### config.mk
export PLATFORM = sky130hd
export DESIGN_NAME = nco_multi_flat
export DESIGN_NICKNAME = d
export VERILOG_FILES = /design/src/rtl/nco_multi_if.sv /design/src/rtl/nco_multi.sv /design/src/flat_wrapper.sv
export SDC_FILE = /design/constraint.sdc
export NUM_CORES = 1
export LEC_CHECK = 0
export BUFFER_PORTS_ARGS = -buffer_cell sky130_fd_sc_hd__buf_2
export CAP_MARGIN = 15
export CELL_PAD_IN_SITES_DETAIL_PLACEMENT = 1
export CELL_PAD_IN_SITES_GLOBAL_PLACEMENT = 2
export CORE_MARGIN = 10
export CORE_UTILIZATION = 43
export DETAILED_ROUTE_END_ITERATION = 7
export GPL_TIMING_DRIVEN = 1
export PLACE_DENSITY = 0.93
export SLEW_MARGIN = 5
export SYNTH_ARGS = -nofsm -noshare
export SYNTH_HDL_FRONTEND = slang
export SYNTH_SLANG_ARGS = --single-unit
### constraint.sdc
create_clock -name clk -period 7.4 [get_ports clk]
set_clock_uncertainty 0.1 [all_clocks]
set_input_delay 1.11 -clock clk [delete_from_list [all_inputs] [get_ports clk]]
set_output_delay 1.11 -clock clk [all_outputs]
set_load 0.01 [all_outputs]
### src/rtl/nco_multi_if.sv
// rtl/nco_multi_if.sv - AXI-stream sample output bundle for nco_multi
interface nco_multi_if #(
    parameter int OUT_DW = 16,
    parameter int CH_W   = 2
);
    logic [2*OUT_DW-1:0] tdata;
    logic [CH_W-1:0]     tuser;
    logic                tlast;
    logic                tvalid;
    logic                tready;

    modport master (output tdata, tuser, tlast, tvalid, input tready);
    modport slave  (input tdata, tuser, tlast, tvalid, output tready);
endinterface

### src/rtl/nco_multi.sv
// rtl/nco_multi.sv - time-multiplexed multi-channel sin/cos NCO, quarter-wave LUT, AXI-stream out
// Optional phase dither: define NCO_DITHER_EN.
module nco_multi #(
    parameter int PHASE_DW = 16,
    parameter int OUT_DW   = 16,
    parameter int LUT_DW   = 10,
    parameter int CHANNELS = 4,
    parameter int CH_W     = (CHANNELS > 1) ? $clog2(CHANNELS) : 1
) (
    input  logic                clk,
    input  logic                reset_n,
    input  logic                en,
    input  logic                cfg_wr,
    input  logic [CH_W-1:0]     cfg_ch,
    input  logic [PHASE_DW-1:0] cfg_inc,
    input  logic [PHASE_DW-1:0] cfg_offset,
    input  logic                cfg_clear,
    nco_multi_if.master         m_axis_out
);
    localparam int ADDR_W = LUT_DW - 2;
    localparam int AW     = (ADDR_W > 0) ? ADDR_W : 1;
    localparam int LUT_N  = 1 << ADDR_W;
    localparam int AMP    = (1 << (OUT_DW - 1)) - 1;
    localparam logic signed [127:0] PI_Q60 = 128'sh3243F6A8885A308D;
    localparam logic [LUT_DW-1:0] QUARTER = LUT_DW'(1) << (LUT_DW - 2);

    // Table is built at elaboration with Q60 fixed-point Taylor series so
    // entries equal round(AMP*sin(2*pi*(k+0.5)/2^LUT_DW)) exactly.
    function automatic logic [LUT_N*OUT_DW-1:0] lut_init();
        logic signed [127:0] x, x2, term, sum, den, kk, amp_w, prod;
        logic [LUT_N*OUT_DW-1:0] flat;
        flat  = '0;
        amp_w = 128'(AMP);
        for (int k = 0; k < LUT_N; k++) begin
            kk   = 128'(2 * k + 1);
            x    = (PI_Q60 * kk) >>> LUT_DW;
            x2   = (x * x) >>> 60;
            term = x;
            sum  = x;
            for (int i = 1; i <= 16; i++) begin
                den  = 128'(2 * i * (2 * i + 1));
                term = -(((term * x2) >>> 60) / den);
                sum  = sum + term;
            end
            prod = (sum * amp_w + (128'sd1 <<< 59)) >>> 60;
            flat[k*OUT_DW +: OUT_DW] = prod[OUT_DW-1:0];
        end
        return flat;
    endfunction

    localparam logic [LUT_N*OUT_DW-1:0] LUT_FLAT = lut_init();

    logic [PHASE_DW-1:0] acc_q [CHANNELS];
    logic [PHASE_DW-1:0] inc_q [CHANNELS];
    logic [PHASE_DW-1:0] off_q [CHANNELS];
    logic [CH_W-1:0]     ptr_q;

    logic adv, issue;
    assign adv   = !m_axis_out.tvalid || m_axis_out.tready;
    assign issue = en && adv;

    logic [PHASE_DW-1:0] phase_d;
    logic [LUT_DW-1:0]   ph_top;

`ifdef NCO_DITHER_EN
    localparam int DITH_W = PHASE_DW - LUT_DW;
    localparam logic [15:0] DITH_MASK = 16'((32'h1 << DITH_W) - 1);
    logic [15:0] lfsr_q;
    assign phase_d = acc_q[ptr_q] + off_q[ptr_q] + PHASE_DW'(lfsr_q & DITH_MASK);

    always_ff @(posedge clk or negedge reset_n) begin
        if (!reset_n) begin
            lfsr_q <= 16'hACE1;
        end else if (issue) begin
            lfsr_q <= {lfsr_q[14:0], lfsr_q[15] ^ lfsr_q[13] ^ lfsr_q[12] ^ lfsr_q[10]};
        end
    end
`else
    assign phase_d = acc_q[ptr_q] + off_q[ptr_q];
`endif

    assign ph_top = LUT_DW'(phase_d >> (PHASE_DW - LUT_DW));

    // Stage 1: truncated phase; stage 2: quadrant fold; stage 3: LUT; stage 4: sign.
    logic              s1_vld_q;
    logic [CH_W-1:0]   s1_ch_q;
    logic [LUT_DW-1:0] s1_ph_q;
    logic              s2_vld_q, s2_sn_q, s2_cn_q;
    logic [CH_W-1:0]   s2_ch_q;
    logic [AW-1:0]     s2_sa_q, s2_ca_q;
    logic              s3_vld_q, s3_sn_q, s3_cn_q;
    logic [CH_W-1:0]   s3_ch_q;
    logic [OUT_DW-1:0] s3_sm_q, s3_cm_q;

    logic [LUT_DW-1:0] cos_ph;
    logic [AW-1:0]     sin_a, cos_a;
    assign cos_ph = s1_ph_q + QUARTER;

    generate
        if (ADDR_W > 0) begin : g_addr
            assign sin_a = s1_ph_q[LUT_DW-2] ? ~s1_ph_q[AW-1:0] : s1_ph_q[AW-1:0];
            assign cos_a = cos_ph[LUT_DW-2]  ? ~cos_ph[AW-1:0]  : cos_ph[AW-1:0];
        end else begin : g_noaddr
            assign sin_a = '0;
            assign cos_a = '0;
        end
    endgenerate

    always_ff @(posedge clk or negedge reset_n) begin
        if (!reset_n) begin
            for (int c = 0; c < CHANNELS; c++) begin
                acc_q[c] <= '0;
                inc_q[c] <= '0;
                off_q[c] <= '0;
            end
            ptr_q    <= '0;
            s1_vld_q <= 1'b0;
            s1_ch_q  <= '0;
            s1_ph_q  <= '0;
            s2_vld_q <= 1'b0;
            s2_sn_q  <= 1'b0;
            s2_cn_q  <= 1'b0;
            s2_ch_q  <= '0;
            s2_sa_q  <= '0;
            s2_ca_q  <= '0;
            s3_vld_q <= 1'b0;
            s3_sn_q  <= 1'b0;
            s3_cn_q  <= 1'b0;
            s3_ch_q  <= '0;
            s3_sm_q  <= '0;
            s3_cm_q  <= '0;
            m_axis_out.tvalid <= 1'b0;
            m_axis_out.tdata  <= '0;
            m_axis_out.tuser  <= '0;
            m_axis_out.tlast  <= 1'b0;
        end else begin
            // A clear on the channel being issued wins over its accumulator advance.
            for (int c = 0; c < CHANNELS; c++) begin
                if (cfg_wr && cfg_ch == CH_W'(c)) begin
                    inc_q[c] <= cfg_inc;
                    off_q[c] <= cfg_offset;
                end
                if (cfg_wr && cfg_clear && cfg_ch == CH_W'(c)) begin
                    acc_q[c] <= '0;
                end else if (issue && ptr_q == CH_W'(c)) begin
                    acc_q[c] <= acc_q[c] + inc_q[c];
                end
            end
            if (issue) begin
                ptr_q <= (ptr_q == CH_W'(CHANNELS - 1)) ? '0 : ptr_q + CH_W'(1);
            end
            if (adv) begin
                s1_vld_q <= en;
                s1_ch_q  <= ptr_q;
                s1_ph_q  <= ph_top;

                s2_vld_q <= s1_vld_q;
                s2_ch_q  <= s1_ch_q;
                s2_sn_q  <= s1_ph_q[LUT_DW-1];
                s2_cn_q  <= cos_ph[LUT_DW-1];
                s2_sa_q  <= sin_a;
                s2_ca_q  <= cos_a;

                s3_vld_q <= s2_vld_q;
                s3_ch_q  <= s2_ch_q;
                s3_sn_q  <= s2_sn_q;
                s3_cn_q  <= s2_cn_q;
                s3_sm_q  <= LUT_FLAT[int'(s2_sa_q)*OUT_DW +: OUT_DW];
                s3_cm_q  <= LUT_FLAT[int'(s2_ca_q)*OUT_DW +: OUT_DW];

                m_axis_out.tvalid <= s3_vld_q;
                m_axis_out.tuser  <= s3_ch_q;
                m_axis_out.tlast  <= s3_vld_q && (s3_ch_q == CH_W'(CHANNELS - 1));
                m_axis_out.tdata  <= {s3_cn_q ? (~s3_cm_q + OUT_DW'(1)) : s3_cm_q,
                                      s3_sn_q ? (~s3_sm_q + OUT_DW'(1)) : s3_sm_q};
            end
        end
    end
endmodule
### src/flat_wrapper.sv
// flat-port wrapper written by rule: the top's interface ports become plain ports
module nco_multi_flat 
#(
    parameter int PHASE_DW = 16,
    parameter int OUT_DW   = 16,
    parameter int LUT_DW   = 10,
    parameter int CHANNELS = 4,
    parameter int CH_W     = (CHANNELS > 1) ? $clog2(CHANNELS) : 1
)
  (clk, reset_n, en, cfg_wr, cfg_ch, cfg_inc, cfg_offset, cfg_clear, m_axis_out_tdata, m_axis_out_tuser, m_axis_out_tlast, m_axis_out_tvalid, m_axis_out_tready);
  nco_multi_if #(.OUT_DW(OUT_DW), .CH_W(CH_W)) m_axis_out_i ();
  input  logic clk;
  input  logic reset_n;
  input  logic en;
  input  logic cfg_wr;
  input  logic [CH_W-1:0] cfg_ch;
  input  logic [PHASE_DW-1:0] cfg_inc;
  input  logic [PHASE_DW-1:0] cfg_offset;
  input  logic cfg_clear;
  output wire logic [$bits(m_axis_out_i.tdata)-1:0] m_axis_out_tdata;
  output wire logic [$bits(m_axis_out_i.tuser)-1:0] m_axis_out_tuser;
  output wire logic [$bits(m_axis_out_i.tlast)-1:0] m_axis_out_tlast;
  output wire logic [$bits(m_axis_out_i.tvalid)-1:0] m_axis_out_tvalid;
  input wire logic [$bits(m_axis_out_i.tready)-1:0] m_axis_out_tready;
  assign m_axis_out_tdata = m_axis_out_i.tdata;
  assign m_axis_out_tuser = m_axis_out_i.tuser;
  assign m_axis_out_tlast = m_axis_out_i.tlast;
  assign m_axis_out_tvalid = m_axis_out_i.tvalid;
  assign m_axis_out_i.tready = m_axis_out_tready;
  nco_multi #(.PHASE_DW(PHASE_DW), .OUT_DW(OUT_DW), .LUT_DW(LUT_DW), .CHANNELS(CHANNELS), .CH_W(CH_W)) u_core (.clk(clk), .reset_n(reset_n), .en(en), .cfg_wr(cfg_wr), .cfg_ch(cfg_ch), .cfg_inc(cfg_inc), .cfg_offset(cfg_offset), .cfg_clear(cfg_clear), .m_axis_out(m_axis_out_i));
endmodule
* Word-level counts from Yosys, hierarchy flattened
Index checks and enable logic that the tools add are counted.
** Operators by class
- Add/sub/neg operators :: 9
- $lt $le $gt $ge :: 1
- Equal/unequal tests :: 7
- Shifts and indexed selects :: 2
- Mux-type cells :: 19
- Bitwise operators :: 5
- Reduce and logical (&&, ||, !) cells :: 23
** Operators with widths (count)
- $shiftx 4096x13->16 const A :: 2
- $mux 16 :: 14
- $add 16x16->16 :: 5
- $bmux 16 s2 :: 2
- $add 16x1->16 const B :: 2
- $not 16->16 :: 2
- $mux 8 :: 2
- $not 8->8 :: 2
- $logic_and 1x1->1 :: 15
- $add 10x9->10 const B :: 1
- $eq 2x2->1 const B :: 5
- $reduce_bool 2->1 :: 4
- $eq 2x1->1 const B :: 2
- $logic_not 2->1 :: 2
- $ge 3x3->1 const B :: 1
- $not 2->3 :: 1
- $add 2x1->2 const B :: 1
- $mux 2 :: 1
- $logic_not 1->1 :: 1
- $logic_or 1x1->1 :: 1
** Word-level totals
- Flip-flop bits (word level) :: 301
- Input bits :: 40
- Output and inout bits :: 36
- Logic and storage cells :: 98

* Logic depth before layout (Yosys ltp)
- Depth in word-level cells :: 6
- Depth in mapped cells :: 13
- Depth with buffers taken out :: 9

* Worst setup path after synthesis
Ideal clock, no wire load.
- Path type :: reg2reg
- Start point :: register u_core.ptr_q[0]
- End point :: register u_core.s1_ph_q[9]
- Library setup time :: 87 ps
- Arrival time :: 3179 ps
- Data required time :: 7213 ps
- Path slack :: 4034 ps
- Stages on the path, launching flop included :: 11
- Path buffers :: 1
- Period minus slack after synthesis :: 3366 ps
- Path through :: dfrtp_1 buf_1 mux4_2 ha_1 a21oi_1 o21bai_1 a21o_1 a21o_1 o31a_1 a2111o_1 o211ai_1
** Between the ends
- Word-level cells in the longest chain between the ends :: 5
- Elaborated cells on any way between the ends :: 8
- Those cells by class :: add/sub: 1; mux: 6; bitwise: 1
** RTL lines
- from (decl) :: RTL line nco_multi.sv:56 : logic [CH_W-1:0] ptr_q;
- from (signal assigned) :: RTL line nco_multi.sv:150 : ptr_q <= (ptr_q == CH_W'(CHANNELS - 1)) ? '0 : ptr_q + CH_W'(1);
- $not 2->3 (not written as such) * :: RTL line nco_multi.sv:79 : assign phase_d = acc_q[ptr_q] + off_q[ptr_q];
- $bmux 16 s2 :: RTL line nco_multi.sv:79
- $mux 16 (not written as such) (2 in series) :: RTL line nco_multi.sv:79
- $add 16x16->16 * :: RTL line nco_multi.sv:79
- to (signal assigned) :: RTL line nco_multi.sv:155 : s1_ph_q <= ph_top;
- to (decl) :: RTL line nco_multi.sv:87 : logic [LUT_DW-1:0] s1_ph_q;
Every way passes the cells marked *; elsewhere a longest branch is shown, timed or not. The select of a mux whose other input is x is not followed.
A chain may end at the register's enable or synchronous reset.

* Worst setup path after layout
- Start point :: register u_core.s2_ca_q[0]
- End point :: register u_core.s3_cm_q[0]
** Between the ends
- Word-level cells in the longest chain between the ends :: 1
** RTL lines
- from (decl) :: RTL line nco_multi.sv:90 : logic [AW-1:0] s2_sa_q, s2_ca_q;
- from (signal assigned) :: RTL line nco_multi.sv:162 : s2_ca_q <= cos_a;
- $shiftx 4096x13->16 :: RTL line nco_multi.sv:169 : s3_cm_q <= LUT_FLAT[int'(s2_ca_q)*OUT_DW +: OUT_DW];
- to (signal assigned) :: RTL line nco_multi.sv:169
- to (decl) :: RTL line nco_multi.sv:93 : logic [OUT_DW-1:0] s3_sm_q, s3_cm_q;
Every way passes these cells.

==> results.toml <==
[floorplanning]
core.rowCount = 87
dieArea_sq_um = 66500
pin_count = 76
coreArea_sq_um = 56200
die_h_um = 258
die_w_um = 258
initial_utilization = 0.433

[hold_path]
worst_hold_startpoint = "u_core.m_axis_out.tdata[29]"
hold_path_class = "flop to flop"
min_to = "u_core.m_axis_out.tdata[29]"
hold_depth = 2

[logic_synthesis]
yosysUniqueCellTypes = 87
yosys.area.top_type = "dfrtp_1"
syn_avg_cell_area_sq_um = 8.44
synthesis.area_sq_um = 24300
syn_inst = 2882
synth_area_leaders = "dfrtp_1 (31%), mux2_2 (6.2%), ha_1 (5.8%)"
ys_seq_area_frac = 0.307
async_flop_share = 1.00
synth_top_cell_area_share = 0.307
syn-num-nets = 3039
synth-seq-cells = 299
yosys_most_used_dff = "dfrtp_1"
synth-edff-count = 0
yosysMostFrequentCell = "nand2_1"
synth_common_cells = "nand2_1 (300), dfrtp_1 (299), a21oi_1 (250)"
ys_warn_count = 0

[cells_and_area]
finalNonFillerCells = 3574
nets = 2946
final_layout_size_suffix_gt1_frac = 0.141
postLayoutCellArea_sq_um = 26200
seqCellArea_sq_um = 7510
n_fill_cell = 6626
multi_input_area_sq_um = 15600
areaGrowthSynthToFinish_pct = 7.79

[clocking]
post_cts_buffers = 0
hold_buffers = 0
numCtsBuffers = 37
cts_buffer_depth = 3
cts_tree = "done"
root_buffer = "clkbuf_16"
cts.sinks = 299
worst_skew_pair.late_latency_ns = 0.58
clk_pin_slew_worst_paths_ns = 0.06
h-tree-depth = 2
ctsResizeCount = 0

[place]
hpwl_um = 69900
post_dp_cell_area_sq_um = 24900
routabilityCongestion = 0.995
io_buffers = 75
dp_cells = 3506

[critical_path]
crit_chain = "clkinv_1 -> ha_1 -> buf_4 -> nand2b_1 -> o21ai_0 -> mux4_2 -> mux4_2 -> nand3_1 -> o2111ai_1"
r2r_setup_slack_ns = 2.87
crit_cells = 9
cp.arrival_ns = 4.86
path_class = "flop to flop"
crit_path_frequent_cell = "mux4_2"
cp_slowest_cell = "dfrtp_1"
crit_path_max_fanout = 25
cpPeakStageDelay_ns = 0.92
worstRegToRegCells = 9
path_buf_inv = 2
worst_setup_path_end_kind = "flop"
reg2reg_from = "u_core.s2_ca_q[0]"
reg2reg_to = "u_core.s3_cm_q[0]"
cpLargestDelayFamily = "multiplexers"
cp-start-kind = "flop"
worstPathRequired_ns = 7.73

[route]
viasPerCell = 6.65
avgRoutedWirePerCell_um = 27.7
drt_iter0_drc = 2286
drt-total-wl_um = 98900
first_pass_iters = 6
ant_nets = 0
via_count = 23800
post-route-drc-count = 0

[global_routing]
antenna_found_initial = 1
grtUsageTotal = 0.286
grt_first_pass_wirelength_um = 151000
grt_max_degree = 143
grt_overflow = 0
grt_pass1_vias = 24400

[power]
power_leakage_nw = 10.7
peakVddDrop_mv = 0.289
power_density_nw_per_um2 = 587

[sta]
fin_hold_ws_ns = 0.377
fin_setup_tns_ns = 0
tightestPinTransition_ns = 1.08
max-slew-margin-rel = 0.279
finalCriticalPeriod_ns = 4.53
finalCritPeriodShare = 0.612
finalSetupViolations = 0
timing_hold_violations_final = 0
rsz0062_at_grt = "no"
fmax_mhz = 221
slew_violations = 0

[outcome]
run_status = "finished clean"

[run]
max_cap_viol_count = 0
-- state kept, by name (all words and copies together), names as in the netlist, 2 cells and up --
signal	flops
u_core.inc_q	64
u_core.s1_ph_q	10
u_core.s2_sa_q	8
u_core.off_q	64
u_core.s3_cm_q	15
u_core.s2_ch_q	2
u_core.acc_q	64
u_core.m_axis_out.tuser	2
u_core.ptr_q	2
u_core.s2_ca_q	8
u_core.s3_ch_q	2
u_core.s1_ch_q	2
u_core.s3_sm_q	15
u_core.m_axis_out.tdata	32
-- worst min-delay path: stages (launching register included) --
cell and delay (ns):
dfrtp_1 0.34, nand2_1 0.05, o21ai_0 0.06
-- metrics by stage --
step / setup WS [ns] / power [mW] / util
after CTS: 3.01 / 15.2 / 0.467
after detailed placement: 3.03 / 13.1 / 0.444
after floorplan: 4.03 / 9.94 / -
final: 2.87 / 15.4 / 0.467
after global routing: 2.66 / 16.3 / 0.467
after global placement: 3.20 / 12.8 / 0.444
-- logic make-up after synthesis --
group / after synthesis / synth area share
AOI/OAI and AO/OA: 955 / 0.254
and+or+nand+nor: 922 / 0.179
buffers and inverters: 299 / 0.0532
DFF: 299 / 0.307
muxes: 198 / 0.112
adders and majority gates: 117 / 0.0614
xor gates and xnor gates: 92 / 0.0331
-- metal layers --
metal  vias up  GRT usage  wire length, um
met5         -          0               13
met2       979      0.474            47200
li1      10500          -                -
met3       234     0.0568             7460
met1     12100      0.364            40600
met4         2      0.110             3540
-- report_power, final --
group,switching [mW],internal (mW)
clock,0.800,1.17
combinational,6.55,3.70
sequential,0.931,2.25
-- cell usage in the layout, fill, tap and decap left out, drive strengths merged, types with 20 or more instances in the layout --
cell and n:
inv 46, mux4 45, dfrtp 299, a31oi 53, a311oi 29, clkbuf 55
o311ai 20, or3 22, o21ai 218, a21o 37, nor2 227, o211ai 61
nand2 301, xnor2 43, a21oi 250, nor2b 47, nand2b 72, o22ai 22
nor3 71, o31ai 28, ha 113, mux2 135, xor2 49, a211oi 70
buf 117, nand3 68
-- worst max-delay path by stage --
stage                                 start                end  slack [ns]
after floorplan             u_core.ptr_q[0]  u_core.s1_ph_q[9]        4.03
after global placement    u_core.s2_ca_q[0]  u_core.s3_cm_q[0]        3.20
final                     u_core.s2_ca_q[0]  u_core.s3_cm_q[0]        2.87
after detailed placement  u_core.s2_ca_q[0]  u_core.s3_cm_q[0]        3.03
after global routing      u_core.s2_ca_q[0]  u_core.s3_cm_q[0]        2.66
after CTS                 u_core.s2_ca_q[0]  u_core.s3_cm_q[0]        3.01
-- layout make-up --
class	count	area share
multi-input combinational	2284	0.594
sequential	299	0.286
clock buffer	55	0.0413
tap	756	0.0361
timing repair buffer	117	0.0272
clock inverter	11	0.00801
inverter	50	0.00715
antenna	2	0.000191
Power figures use the tool's default switching activity.
